## src/rtl/sentinel_key_presenter.sv

```systemverilog
// sentinel_key_presenter
// Initiator-side driver for the Sentinel lock gate. It takes a key over a
// valid/ready request, drives the key onto the gate's key lines, and waits
// for the gate outputs to settle. It then requires CONFIRM_SAMPLES identical
// {seg, glow} samples before it decodes them into LOCKED / VERIFIED /
// BRICKED / FAULT. The result goes back over a valid/ready response.
// Optional build macro SENTINEL_PRESENTER_SWEEP_EN adds an autonomous key
// sweep (0x00..0xFF) that stops on the first VERIFIED key.
// All outputs are driven straight from flops. Reset is asynchronous, active-high.

module sentinel_key_presenter #(
    parameter int unsigned SETTLE_CYCLES   = 4,
    parameter int unsigned CONFIRM_SAMPLES = 2,
    parameter int unsigned TIMEOUT_CYCLES  = 64
) (
    input  logic       clk,
    input  logic       rst,
    input  logic       req_valid,
    input  logic [7:0] req_key,
    output logic       req_ready,
    output logic [7:0] key_out,
    input  logic [7:0] seg_in,
    input  logic [7:0] glow_in,
    output logic       rsp_valid,
    output logic [1:0] rsp_result,
    output logic [7:0] rsp_seg,
    input  logic       rsp_ready,
`ifdef SENTINEL_PRESENTER_SWEEP_EN
    input  logic       sweep_start,
    output logic       sweep_done,
    output logic       sweep_found,
    output logic [7:0] found_key,
`endif
    output logic       busy
);

    // Result encoding seen by the consumer.
    localparam logic [1:0] RES_LOCKED   = 2'b00;
    localparam logic [1:0] RES_VERIFIED = 2'b01;
    localparam logic [1:0] RES_BRICKED  = 2'b10;
    localparam logic [1:0] RES_FAULT    = 2'b11;

    // Terminal counter values, sized to each counter.
    localparam logic [7:0] SETTLE_LAST = 8'(SETTLE_CYCLES - 1);
    localparam logic [3:0] CONFIRM_N   = 4'(CONFIRM_SAMPLES);
    localparam logic [9:0] TIMEOUT_N   = 10'(TIMEOUT_CYCLES);

    typedef enum logic [2:0] {
        ST_IDLE   = 3'd0,
        ST_SETTLE = 3'd1,
        ST_SAMPLE = 3'd2,
        ST_RESP   = 3'd3,
        ST_BLANK  = 3'd4
    } state_t;

    // Decode one gate snapshot. Any pattern other than the three legal
    // gate states (disabled 0xFF, seg/glow disagreement, glitches) is FAULT.
    function automatic logic [1:0] f_classify(input logic [7:0] seg, input logic [7:0] glow);
        logic [1:0] res;
        if (seg == 8'hC7 && glow == 8'h00) begin
            res = RES_LOCKED;
        end else if (seg == 8'hC1 && glow == 8'hFF) begin
            res = RES_VERIFIED;
        end else if (seg == 8'h00 && glow == 8'h00) begin
            res = RES_BRICKED;
        end else begin
            res = RES_FAULT;
        end
        return res;
    endfunction

    // Registered state and outputs
    state_t      r_state;
    logic [7:0]  r_key;
    logic        r_req_ready;
    logic        r_rsp_valid;
    logic [1:0]  r_rsp_result;
    logic [7:0]  r_rsp_seg;
    logic        r_busy;
    logic [7:0]  r_settle_cnt;
    logic [3:0]  r_match_cnt;   // 0 means "no previous sample yet"
    logic [9:0]  r_tmo_cnt;
    logic [15:0] r_prev;

    // Next-state values
    state_t      w_state_nxt;
    logic [7:0]  w_key_nxt;
    logic        w_req_ready_nxt;
    logic        w_rsp_valid_nxt;
    logic [1:0]  w_rsp_result_nxt;
    logic [7:0]  w_rsp_seg_nxt;
    logic [7:0]  w_settle_cnt_nxt;
    logic [3:0]  w_match_cnt_nxt;
    logic [9:0]  w_tmo_cnt_nxt;
    logic [15:0] w_prev_nxt;

    // Per-cycle sample evaluation
    logic [15:0] w_sample;
    logic [3:0]  w_match_inc;
    logic [9:0]  w_tmo_inc;
    logic        w_confirm;
    logic        w_timeout;
    logic [1:0]  w_fin_res;

`ifdef SENTINEL_PRESENTER_SWEEP_EN
    logic        r_sweep_active;
    logic [7:0]  r_sweep_key;
    logic        r_sweep_done;
    logic        r_sweep_found;
    logic [7:0]  r_found_key;
    logic        w_sweep_active_nxt;
    logic [7:0]  w_sweep_key_nxt;
    logic        w_sweep_done_nxt;
    logic        w_sweep_found_nxt;
    logic [7:0]  w_found_key_nxt;
`endif

    assign w_sample = {seg_in, glow_in};

    // Match and timeout bookkeeping for the current SAMPLE cycle (saturating).
    always_comb begin
        w_match_inc = 4'h1;
        w_tmo_inc   = r_tmo_cnt;
        if (r_match_cnt != 4'h0 && w_sample == r_prev) begin
            w_match_inc = (r_match_cnt == 4'hF) ? 4'hF : (r_match_cnt + 4'h1);
        end else begin
            w_match_inc = 4'h1;
        end
        if (r_tmo_cnt == 10'h3FF) begin
            w_tmo_inc = 10'h3FF;
        end else begin
            w_tmo_inc = r_tmo_cnt + 10'h001;
        end
        w_confirm = (w_match_inc >= CONFIRM_N);
        w_timeout = (w_tmo_inc >= TIMEOUT_N);
        w_fin_res = w_confirm ? f_classify(seg_in, glow_in) : RES_FAULT;
    end

    // Next-state and next-output decode for the presenter FSM.
    always_comb begin
        w_state_nxt      = r_state;
        w_key_nxt        = r_key;
        w_req_ready_nxt  = r_req_ready;
        w_rsp_valid_nxt  = r_rsp_valid;
        w_rsp_result_nxt = r_rsp_result;
        w_rsp_seg_nxt    = r_rsp_seg;
        w_settle_cnt_nxt = r_settle_cnt;
        w_match_cnt_nxt  = r_match_cnt;
        w_tmo_cnt_nxt    = r_tmo_cnt;
        w_prev_nxt       = r_prev;
`ifdef SENTINEL_PRESENTER_SWEEP_EN
        w_sweep_active_nxt = r_sweep_active;
        w_sweep_key_nxt    = r_sweep_key;
        w_sweep_done_nxt   = r_sweep_done;
        w_sweep_found_nxt  = r_sweep_found;
        w_found_key_nxt    = r_found_key;
`endif

        case (r_state)
            ST_IDLE: begin
                if (req_valid && r_req_ready) begin
                    w_key_nxt        = req_key;
                    w_req_ready_nxt  = 1'b0;
                    w_settle_cnt_nxt = 8'h00;
                    w_state_nxt      = ST_SETTLE;
`ifdef SENTINEL_PRESENTER_SWEEP_EN
                end else if (sweep_start) begin
                    // Sweep starts at key 0x00, which is also the idle key value.
                    w_sweep_active_nxt = 1'b1;
                    w_sweep_key_nxt    = 8'h00;
                    w_sweep_done_nxt   = 1'b0;
                    w_sweep_found_nxt  = 1'b0;
                    w_found_key_nxt    = 8'h00;
                    w_key_nxt          = 8'h00;
                    w_req_ready_nxt    = 1'b0;
                    w_settle_cnt_nxt   = 8'h00;
                    w_state_nxt        = ST_SETTLE;
`endif
                end else begin
                    w_state_nxt = ST_IDLE;
                end
            end

            ST_SETTLE: begin
                if (r_settle_cnt >= SETTLE_LAST) begin
                    w_match_cnt_nxt = 4'h0;
                    w_tmo_cnt_nxt   = 10'h000;
                    w_state_nxt     = ST_SAMPLE;
                end else begin
                    w_settle_cnt_nxt = r_settle_cnt + 8'h01;
                end
            end

            ST_SAMPLE: begin
                w_prev_nxt      = w_sample;
                w_match_cnt_nxt = w_match_inc;
                w_tmo_cnt_nxt   = w_tmo_inc;
                if (w_confirm || w_timeout) begin
`ifdef SENTINEL_PRESENTER_SWEEP_EN
                    if (r_sweep_active) begin
                        if (w_fin_res == RES_VERIFIED) begin
                            w_found_key_nxt    = r_sweep_key;
                            w_sweep_found_nxt  = 1'b1;
                            w_sweep_done_nxt   = 1'b1;
                            w_sweep_active_nxt = 1'b0;
                            w_key_nxt          = 8'h00;
                            w_req_ready_nxt    = 1'b1;
                            w_state_nxt        = ST_IDLE;
                        end else if (w_fin_res == RES_LOCKED) begin
                            w_key_nxt = 8'h00;
                            if (r_sweep_key == 8'hFF) begin
                                w_sweep_done_nxt   = 1'b1;
                                w_sweep_active_nxt = 1'b0;
                                w_req_ready_nxt    = 1'b1;
                                w_state_nxt        = ST_IDLE;
                            end else begin
                                w_state_nxt = ST_BLANK;
                            end
                        end else begin
                            // BRICKED or FAULT ends the sweep and is reported.
                            w_sweep_done_nxt   = 1'b1;
                            w_sweep_active_nxt = 1'b0;
                            w_rsp_valid_nxt    = 1'b1;
                            w_rsp_result_nxt   = w_fin_res;
                            w_rsp_seg_nxt      = seg_in;
                            w_state_nxt        = ST_RESP;
                        end
                    end else begin
                        w_rsp_valid_nxt  = 1'b1;
                        w_rsp_result_nxt = w_fin_res;
                        w_rsp_seg_nxt    = seg_in;
                        w_state_nxt      = ST_RESP;
                    end
`else
                    w_rsp_valid_nxt  = 1'b1;
                    w_rsp_result_nxt = w_fin_res;
                    w_rsp_seg_nxt    = seg_in;
                    w_state_nxt      = ST_RESP;
`endif
                end else begin
                    w_state_nxt = ST_SAMPLE;
                end
            end

            ST_RESP: begin
                if (rsp_ready) begin
                    w_rsp_valid_nxt = 1'b0;
                    w_key_nxt       = 8'h00;
                    w_req_ready_nxt = 1'b1;
                    w_state_nxt     = ST_IDLE;
                end else begin
                    w_state_nxt = ST_RESP;
                end
            end

            ST_BLANK: begin
`ifdef SENTINEL_PRESENTER_SWEEP_EN
                // One cycle with key_out at 0x00 separates sweep keys.
                w_sweep_key_nxt  = r_sweep_key + 8'h01;
                w_key_nxt        = r_sweep_key + 8'h01;
                w_settle_cnt_nxt = 8'h00;
                w_state_nxt      = ST_SETTLE;
`else
                w_key_nxt       = 8'h00;
                w_req_ready_nxt = 1'b1;
                w_state_nxt     = ST_IDLE;
`endif
            end

            default: begin
                w_key_nxt       = 8'h00;
                w_req_ready_nxt = 1'b1;
                w_rsp_valid_nxt = 1'b0;
                w_state_nxt     = ST_IDLE;
            end
        endcase
    end

    // State, counter and output registers.
    always_ff @(posedge clk or posedge rst) begin
        if (rst) begin
            r_state      <= ST_IDLE;
            r_key        <= 8'h00;
            r_req_ready  <= 1'b1;
            r_rsp_valid  <= 1'b0;
            r_rsp_result <= 2'b00;
            r_rsp_seg    <= 8'h00;
            r_busy       <= 1'b0;
            r_settle_cnt <= 8'h00;
            r_match_cnt  <= 4'h0;
            r_tmo_cnt    <= 10'h000;
            r_prev       <= 16'h0000;
        end else begin
            r_state      <= w_state_nxt;
            r_key        <= w_key_nxt;
            r_req_ready  <= w_req_ready_nxt;
            r_rsp_valid  <= w_rsp_valid_nxt;
            r_rsp_result <= w_rsp_result_nxt;
            r_rsp_seg    <= w_rsp_seg_nxt;
            r_busy       <= (w_state_nxt != ST_IDLE);
            r_settle_cnt <= w_settle_cnt_nxt;
            r_match_cnt  <= w_match_cnt_nxt;
            r_tmo_cnt    <= w_tmo_cnt_nxt;
            r_prev       <= w_prev_nxt;
        end
    end

`ifdef SENTINEL_PRESENTER_SWEEP_EN
    // Sweep progress and result registers.
    always_ff @(posedge clk or posedge rst) begin
        if (rst) begin
            r_sweep_active <= 1'b0;
            r_sweep_key    <= 8'h00;
            r_sweep_done   <= 1'b0;
            r_sweep_found  <= 1'b0;
            r_found_key    <= 8'h00;
        end else begin
            r_sweep_active <= w_sweep_active_nxt;
            r_sweep_key    <= w_sweep_key_nxt;
            r_sweep_done   <= w_sweep_done_nxt;
            r_sweep_found  <= w_sweep_found_nxt;
            r_found_key    <= w_found_key_nxt;
        end
    end

    assign sweep_done  = r_sweep_done;
    assign sweep_found = r_sweep_found;
    assign found_key   = r_found_key;
`endif

    assign req_ready  = r_req_ready;
    assign key_out    = r_key;
    assign rsp_valid  = r_rsp_valid;
    assign rsp_result = r_rsp_result;
    assign rsp_seg    = r_rsp_seg;
    assign busy       = r_busy;

endmodule

```

## config.mk

```make
export PLATFORM = sky130hd
export DESIGN_NAME = sentinel_key_presenter
export DESIGN_NICKNAME = d
export VERILOG_FILES = /design/src/rtl/sentinel_key_presenter.sv
export SDC_FILE = /design/constraint.sdc
export NUM_CORES = 1
export LEC_CHECK = 0
export CAP_MARGIN = 25
export CORE_MARGIN = 2
export CORE_UTILIZATION = 50
export DETAILED_ROUTE_END_ITERATION = 16
export GPL_ROUTABILITY_DRIVEN = 0
export PLACE_DENSITY_LB_ADDON = 0.12
export SLEW_MARGIN = 20
export SYNTH_ARGS = -nofsm -noshare
export SYNTH_HDL_FRONTEND = slang
export SYNTH_SLANG_ARGS = --single-unit
```

## constraint.sdc

```tcl
create_clock -name clk -period 3.28 [get_ports clk]
set_input_delay 0.984 -clock clk [delete_from_list [all_inputs] [get_ports clk]]
set_output_delay 0.984 -clock clk [all_outputs]
set_load 0.1 [all_outputs]
```

# Word level (Yosys, flattened, before mapping)

Cells that the tools add are included.

$add $sub $neg: 3
Magnitude comparators: 3
Eq/ne operators: 15
Mux-type cells: 28
Bitwise logic cells: 2
Reductions and logical operators: 20

Operator list:

| operator                                                                             | number |
|---|---|
| 8-bit 2-to-1 mux                                                                     | 4 |
| 8-bit equality test, second input constant                                           | 3 |
| 8-bit one-hot mux with 3 select lines                                                | 1 |
| 10-bit 2-to-1 mux                                                                    | 2 |
| 10-bit one-hot mux with 2 select lines                                               | 1 |
| 16-bit equality test                                                                 | 1 |
| 8-bit zero test                                                                      | 2 |
| 8-bit one-hot mux with 2 select lines                                                | 1 |
| 4-bit 2-to-1 mux                                                                     | 3 |
| 3-bit one-hot mux with 4 select lines                                                | 1 |
| 10-bit by 1-bit adder with 10-bit output, second input constant                      | 1 |
| 10-bit equality test, second input constant                                          | 1 |
| 10-bit by 7-bit greater-or-equal comparator with 1-bit output, second input constant | 1 |
| 2-bit != test, second input constant                                                 | 5 |
| 3-bit AND reduction                                                                  | 3 |
| 8-bit by 1-bit adder with 8-bit output, second input constant                        | 1 |
| 8-bit by 2-bit greater-or-equal comparator with 1-bit output, second input constant  | 1 |
| 2-bit 2-to-1 mux                                                                     | 4 |
| 4-bit one-hot mux with 2 select lines                                                | 1 |
| 1-bit 2-to-1 mux                                                                     | 7 |
| 3-bit by 2-bit equality test with 1-bit output, second input constant                | 2 |
| 1-bit one-hot mux with 3 select lines                                                | 2 |
| 1-bit logical AND                                                                    | 5 |
| 4-bit by 1-bit adder with 4-bit output, second input constant                        | 1 |
| 14 further kinds                                                                     | 17 |

Flip-flop bits (word level): 62
Input bits: 28
Output and inout port bits: 21
Word-level logic and storage cells: 82

# Depth between registers and ports, before layout

Depth after elaboration: 8
Gate-level depth with buffers: 8
Mapped depth without buffers: 7

# Worst setup path after synthesis

OpenSTA, ideal clock, no wires.

Kind: input to register
Start: in glow_in[3]
End: reg r_rsp_seg[0], in the netlist rsp_seg[0]
Library setup time: 125 ps
Data arrival time: 2320 ps
Setup slack: 834 ps
Cell stages on the path: 7
Buffers on the path: 1
Path through: xor2_1 > a2111o_1 > nor3_2 > a211o_1 > o21ai_2 > buf_6 > mux2_4

Cells in the longest elaborated chain, start to end: 6

RTL lines:

| element                                                      | RTL line | RTL |
|---|---|---|
| start: declaration                                           | 23       | `input logic [7:0] glow_in,` |
| 16-bit equality test                                         | 124      | `if (r_match_cnt != 4'h0 && w_sample == r_prev) begin` |
| 1-bit logical AND                                            | 124      |  |
| 4-bit 2-to-1 mux                                             | 124      |  |
| 4-bit by 2-bit greater-or-equal comparator with 1-bit output | 134      | `w_confirm = (w_match_inc >= CONFIRM_N);` |
| 1-bit logical OR                                             | 198      | `if (w_confirm \|\| w_timeout) begin` |
| 2-bit AND reduction (no line)                                | n/a      |  |
| end signal: assignment                                       | 299      | `r_rsp_seg <= w_rsp_seg_nxt;` |
| end: declaration                                             | 78       | `logic [7:0] r_rsp_seg;` |

Every way passes these cells.
A chain may end at the register's enable or synchronous reset.

# Final worst setup path

Start: in glow_in[3]
End: reg r_rsp_seg[6], in the netlist rsp_seg[6]

Same word-level chain as after synthesis.

==> flow_metrics.py <==
metrics = {
    "outcome": {
        "run_status": "completed",
    },
    "layout": {
        "areaGrowthSynthToFinish_pct": 25.9,
        "num-nets-final": 409,
        "postLayoutCellArea_um2": 3880,
        "fraction_of_final_layout_cells_sized_beyond_drive_strength_1": 0.181,
        "nFillCells": 487,
        "final_antenna_diode_count": 0,
    },
    "detailed_routing": {
        "wirelength_um": 6830,
        "wl_per_cell_um": 14.9,
        "route.vias.total": 2459,
        "drt_pre_antenna_iters": 4,
        "viasPerCell": 5.38,
        "drc_errors": 0,
        "detail_route.iter0.violations": 101,
        "drtAntennaViolNets": 0,
    },
    "grt": {
        "grt-ovfl-total": 0,
        "grt-busiest-layer": "met2",
        "grt_first_pass_wirelength_um": 11300,
        "global_routing_usage_on_met2": 0.335,
        "track_usage": 0.223,
        "antenna_found_initial": 0,
        "first_global_vias": 2427,
        "grt_util_met1": 0.310,
        "grt_use_met3": 0.0652,
        "grt_max_degree": 30,
    },
    "worst_setup_path": {
        "critical-path-slowest-cell": "sky130_fd_sc_hd__o21ai_2",
        "startpoint_type": "primary input",
        "timing.critical_path.to_type": "register",
        "critical_path.startpoint": "glow_in[3]",
        "worstPathMaxFanout": 11,
        "criticalPathCategory": "in -> reg",
        "ff2ff_setup_slack_ns": 0.51,
        "cp_slowest_stage_delay_ns": 0.58,
        "critical_path_required_ns": 3.50,
        "worst_ep_arrival_time_ns": 3.22,
        "cp_top_family": "compound AO/OA/AOI/OAI gates",
        "regToRegStartpoint": "r_tmo_cnt[0]",
        "critical_path.reg2reg.endpoint": "rsp_seg[6]",
        "critical_path_cell_sequence": "clkdlybuf4s50_1 -> xor2_1 -> a2111o_1 -> nor3_2 -> a211o_1 -> o21ai_2 -> mux2_2",
        "critical_path.n_buffers_inverters": 1,
        "timing.reg2reg.worst_path_depth": 7,
    },
    "cts": {
        "cts_root_buf": "sky130_fd_sc_hd__clkbuf_8",
        "clock_tree_from_tritoncts": "built",
        "numCtsBuffers": 9,
        "cts_htree_levels": 3,
        "holdBufCountCts": 0,
        "cts.repair.resized": 0,
        "postCtsSetupRepairBufs": 0,
        "clock_tree.buffer_depth": 2,
        "clkLatencyLatePin_ns": 0.34,
        "cts.sink_count": 62,
        "worst_setup_hold_path_clk_slew_ns": 0.07,
    },
    "power": {
        "power.density_cell_area_nw_per_um2": 653,
        "power.ir.vdd_worst_uv": 419,
        "p_leak_nw": 1.84,
    },
    "die": {
        "floorplan.die_area_um2": 6810,
        "floorplan.initialDensity": 0.518,
        "die_h_um": 82.5,
        "row_count": 28,
        "fp.dieW_um": 82.5,
        "core_region_area_um2": 5960,
        "design.portCount": 49,
    },
    "timing": {
        "min_tclk_post_route_ns": 3.00,
        "finalMaxSlewViolations": 0,
        "max_freq_mhz": 334,
        "max_clock_skew_ns": 0.0122,
        "timing.max_slew.rel_slack": 0.512,
        "final.period_utilization": 0.914,
        "final-hold-violation-count": 0,
        "worstMarginPinSlew_ns": 0.733,
        "worst_hold_slack_ns": 0.498,
        "setup_violations": 0,
        "grt_setup_unrepaired": "false",
    },
    "yosys": {
        "syn_area_per_cell_um2": 9.73,
        "total_nets_after_synthesis": 349,
        "async_flop_share": 1.00,
        "count_of_flip_flops_with_a_built_in_enable_after_synthesis": 0,
        "ys_seq_elements": 62,
        "synthDominantCellAreaShare": 0.495,
        "synth_warnings": 0,
        "netlist_instances": 317,
        "synth-seq-area-share": 0.503,
        "synth_top_flop_cell": "sky130_fd_sc_hd__dfrtp_1",
        "synth.top_cells.by_area": "sky130_fd_sc_hd__dfrtp_1 49%, sky130_fd_sc_hd__nand2_1 8.0%, sky130_fd_sc_hd__xnor2_1 3.7%",
        "syn-cell-area_um2": 3080,
        "synth_cell_types": 58,
        "synth_top_cell_by_area": "sky130_fd_sc_hd__dfrtp_1",
    },
    "hold_path": {
        "hold-path-endpoint": "r_prev[5]",
        "hold_class": "reg -> reg",
        "hold_path_depth": 2,
        "hold_path_start": "r_prev[5]",
    },
    "placement": {
        "io_buffer_count": 48,
        "placement.cell_area_um2": 3660,
        "dp_hpwl_um": 4970,
    },
    "flow_run": {
        "max-cap-violations": 0,
    },
}
-- final cells by class --
class | count | area [um^2] | area share
multi-input combinational | 234 | 1440 | 0.371
inverter | 10 | 37.5 | 0.00967
clock inverter | 3 | 67.6 | 0.0174
sequential | 62 | 1550 | 0.400
clock buffer | 13 | 159 | 0.0409
timing repair buffer | 60 | 531 | 0.137
tap | 75 | 93.8 | 0.0242
-- cells in the mapped netlist (2+ instances only) --
library cell	n
sky130_fd_sc_hd__a31oi_1	6
sky130_fd_sc_hd__buf_1	2
sky130_fd_sc_hd__mux2_2	2
sky130_fd_sc_hd__ha_1	4
sky130_fd_sc_hd__clkbuf_1	5
sky130_fd_sc_hd__and4_1	4
sky130_fd_sc_hd__mux2i_1	2
sky130_fd_sc_hd__and2_1	3
sky130_fd_sc_hd__o21ai_0	8
sky130_fd_sc_hd__nand2_1	66
sky130_fd_sc_hd__dfrtp_1	61
sky130_fd_sc_hd__inv_1	10
sky130_fd_sc_hd__and3_1	2
sky130_fd_sc_hd__buf_2	3
sky130_fd_sc_hd__mux2_4	7
sky130_fd_sc_hd__a22o_1	8
sky130_fd_sc_hd__nor4_1	5
sky130_fd_sc_hd__nand3b_1	2
sky130_fd_sc_hd__xnor2_1	13
sky130_fd_sc_hd__a41oi_1	2
sky130_fd_sc_hd__nor2_1	19
sky130_fd_sc_hd__nor3_1	6
sky130_fd_sc_hd__nand4_1	4
sky130_fd_sc_hd__nand3_1	12
sky130_fd_sc_hd__xor2_1	3
sky130_fd_sc_hd__a21oi_1	20
sky130_fd_sc_hd__nand2b_1	7
-- worst max-delay path by stage --
stage / to / slack, ns / cells past startpoint
3_5_place_dp: rsp_seg[6] / -0.04 / 7
5_1_grt: rsp_seg[6] / 0.23 / 7
4_1_cts: rsp_seg[6] / 0.32 / 7
6_report: rsp_seg[6] / 0.28 / 7
2_1_floorplan: busy / 0.76 / 1
3_3_place_gp: rsp_seg[6] / 0.03 / 7
-- logic make-up after synthesis --
group | after synthesis | synth area share
AND/OR/NAND/NOR | 142 | 0.223
flip-flops | 62 | 0.503
AO/OA/AOI/OAI | 60 | 0.133
buffers and inverters | 21 | 0.0292
XOR/XNOR | 16 | 0.0454
multiplexers | 11 | 0.0479
adder cells (fa/ha/maj) | 4 | 0.0162
other | 1 | 0.00122
-- where the power goes --
group | internal, W | switching [W]
sequential | 0.000929 | 0.000152
clock | 0.000470 | 0.000289
combinational | 0.000275 | 0.000421
-- worst min-delay path, delay by kind of cell (launching register included) --
| family | cells | cell delay [ns] |
|---|---|---|
| and+or+nand+nor | 2 | 0.11 |
| DFF | 1 | 0.36 |
-- flip-flops by register name, summed over array words and instances, names as in the netlist --
signal and cells:
busy 1, key_out 8, r_settle_cnt 8, req_ready 1, r_match_cnt 4, r_state 3, rsp_seg 8, rsp_valid 1
rsp_result 2, r_prev 16, r_tmo_cnt 10
-- layout by cell type, fill, tap and decap left out, types with 7 or more instances in the layout --
cell type	Yosys	routed
sky130_fd_sc_hd__a22o_1	8	8
sky130_fd_sc_hd__buf_4	0	32
sky130_fd_sc_hd__nand2_1	66	66
sky130_fd_sc_hd__clkdlybuf4s50_1	0	27
sky130_fd_sc_hd__nand2b_1	7	7
sky130_fd_sc_hd__nor2_1	19	19
sky130_fd_sc_hd__a21oi_1	20	20
sky130_fd_sc_hd__mux2_4	7	7
sky130_fd_sc_hd__inv_1	10	9
sky130_fd_sc_hd__o21ai_0	8	8
sky130_fd_sc_hd__xnor2_1	13	13
sky130_fd_sc_hd__nand3_1	12	12
sky130_fd_sc_hd__clkbuf_8	0	11
sky130_fd_sc_hd__dfrtp_1	61	61
-- stage by stage --
| stage | instances | power (W) | TNS [ns] | setup slack (ns) | utilization |
|---|---|---|---|---|---|
| finish | 457 | 0.00254 | 0 | 0.282 | 0.652 |
| global route | 457 | 0.00269 | 0 | 0.225 | 0.652 |
| CTS | 457 | 0.00256 | 0 | 0.323 | 0.652 |
| detailed placement | 441 | 0.00179 | -0.0361 | -0.0361 | 0.614 |
| global placement | 441 | 0.00177 | 0 | 0.0282 | 0.614 |
| floorplan | 317 | 0.00159 | 0 | 0.756 | - |
-- routing by layer --
layer	vias up	part of all wire
met5	-	0
met4	0	0.010
met3	7	0.044
met2	50	0.45
met1	1173	0.50
li1	1229	-
(Power assumes the default switching activity.)
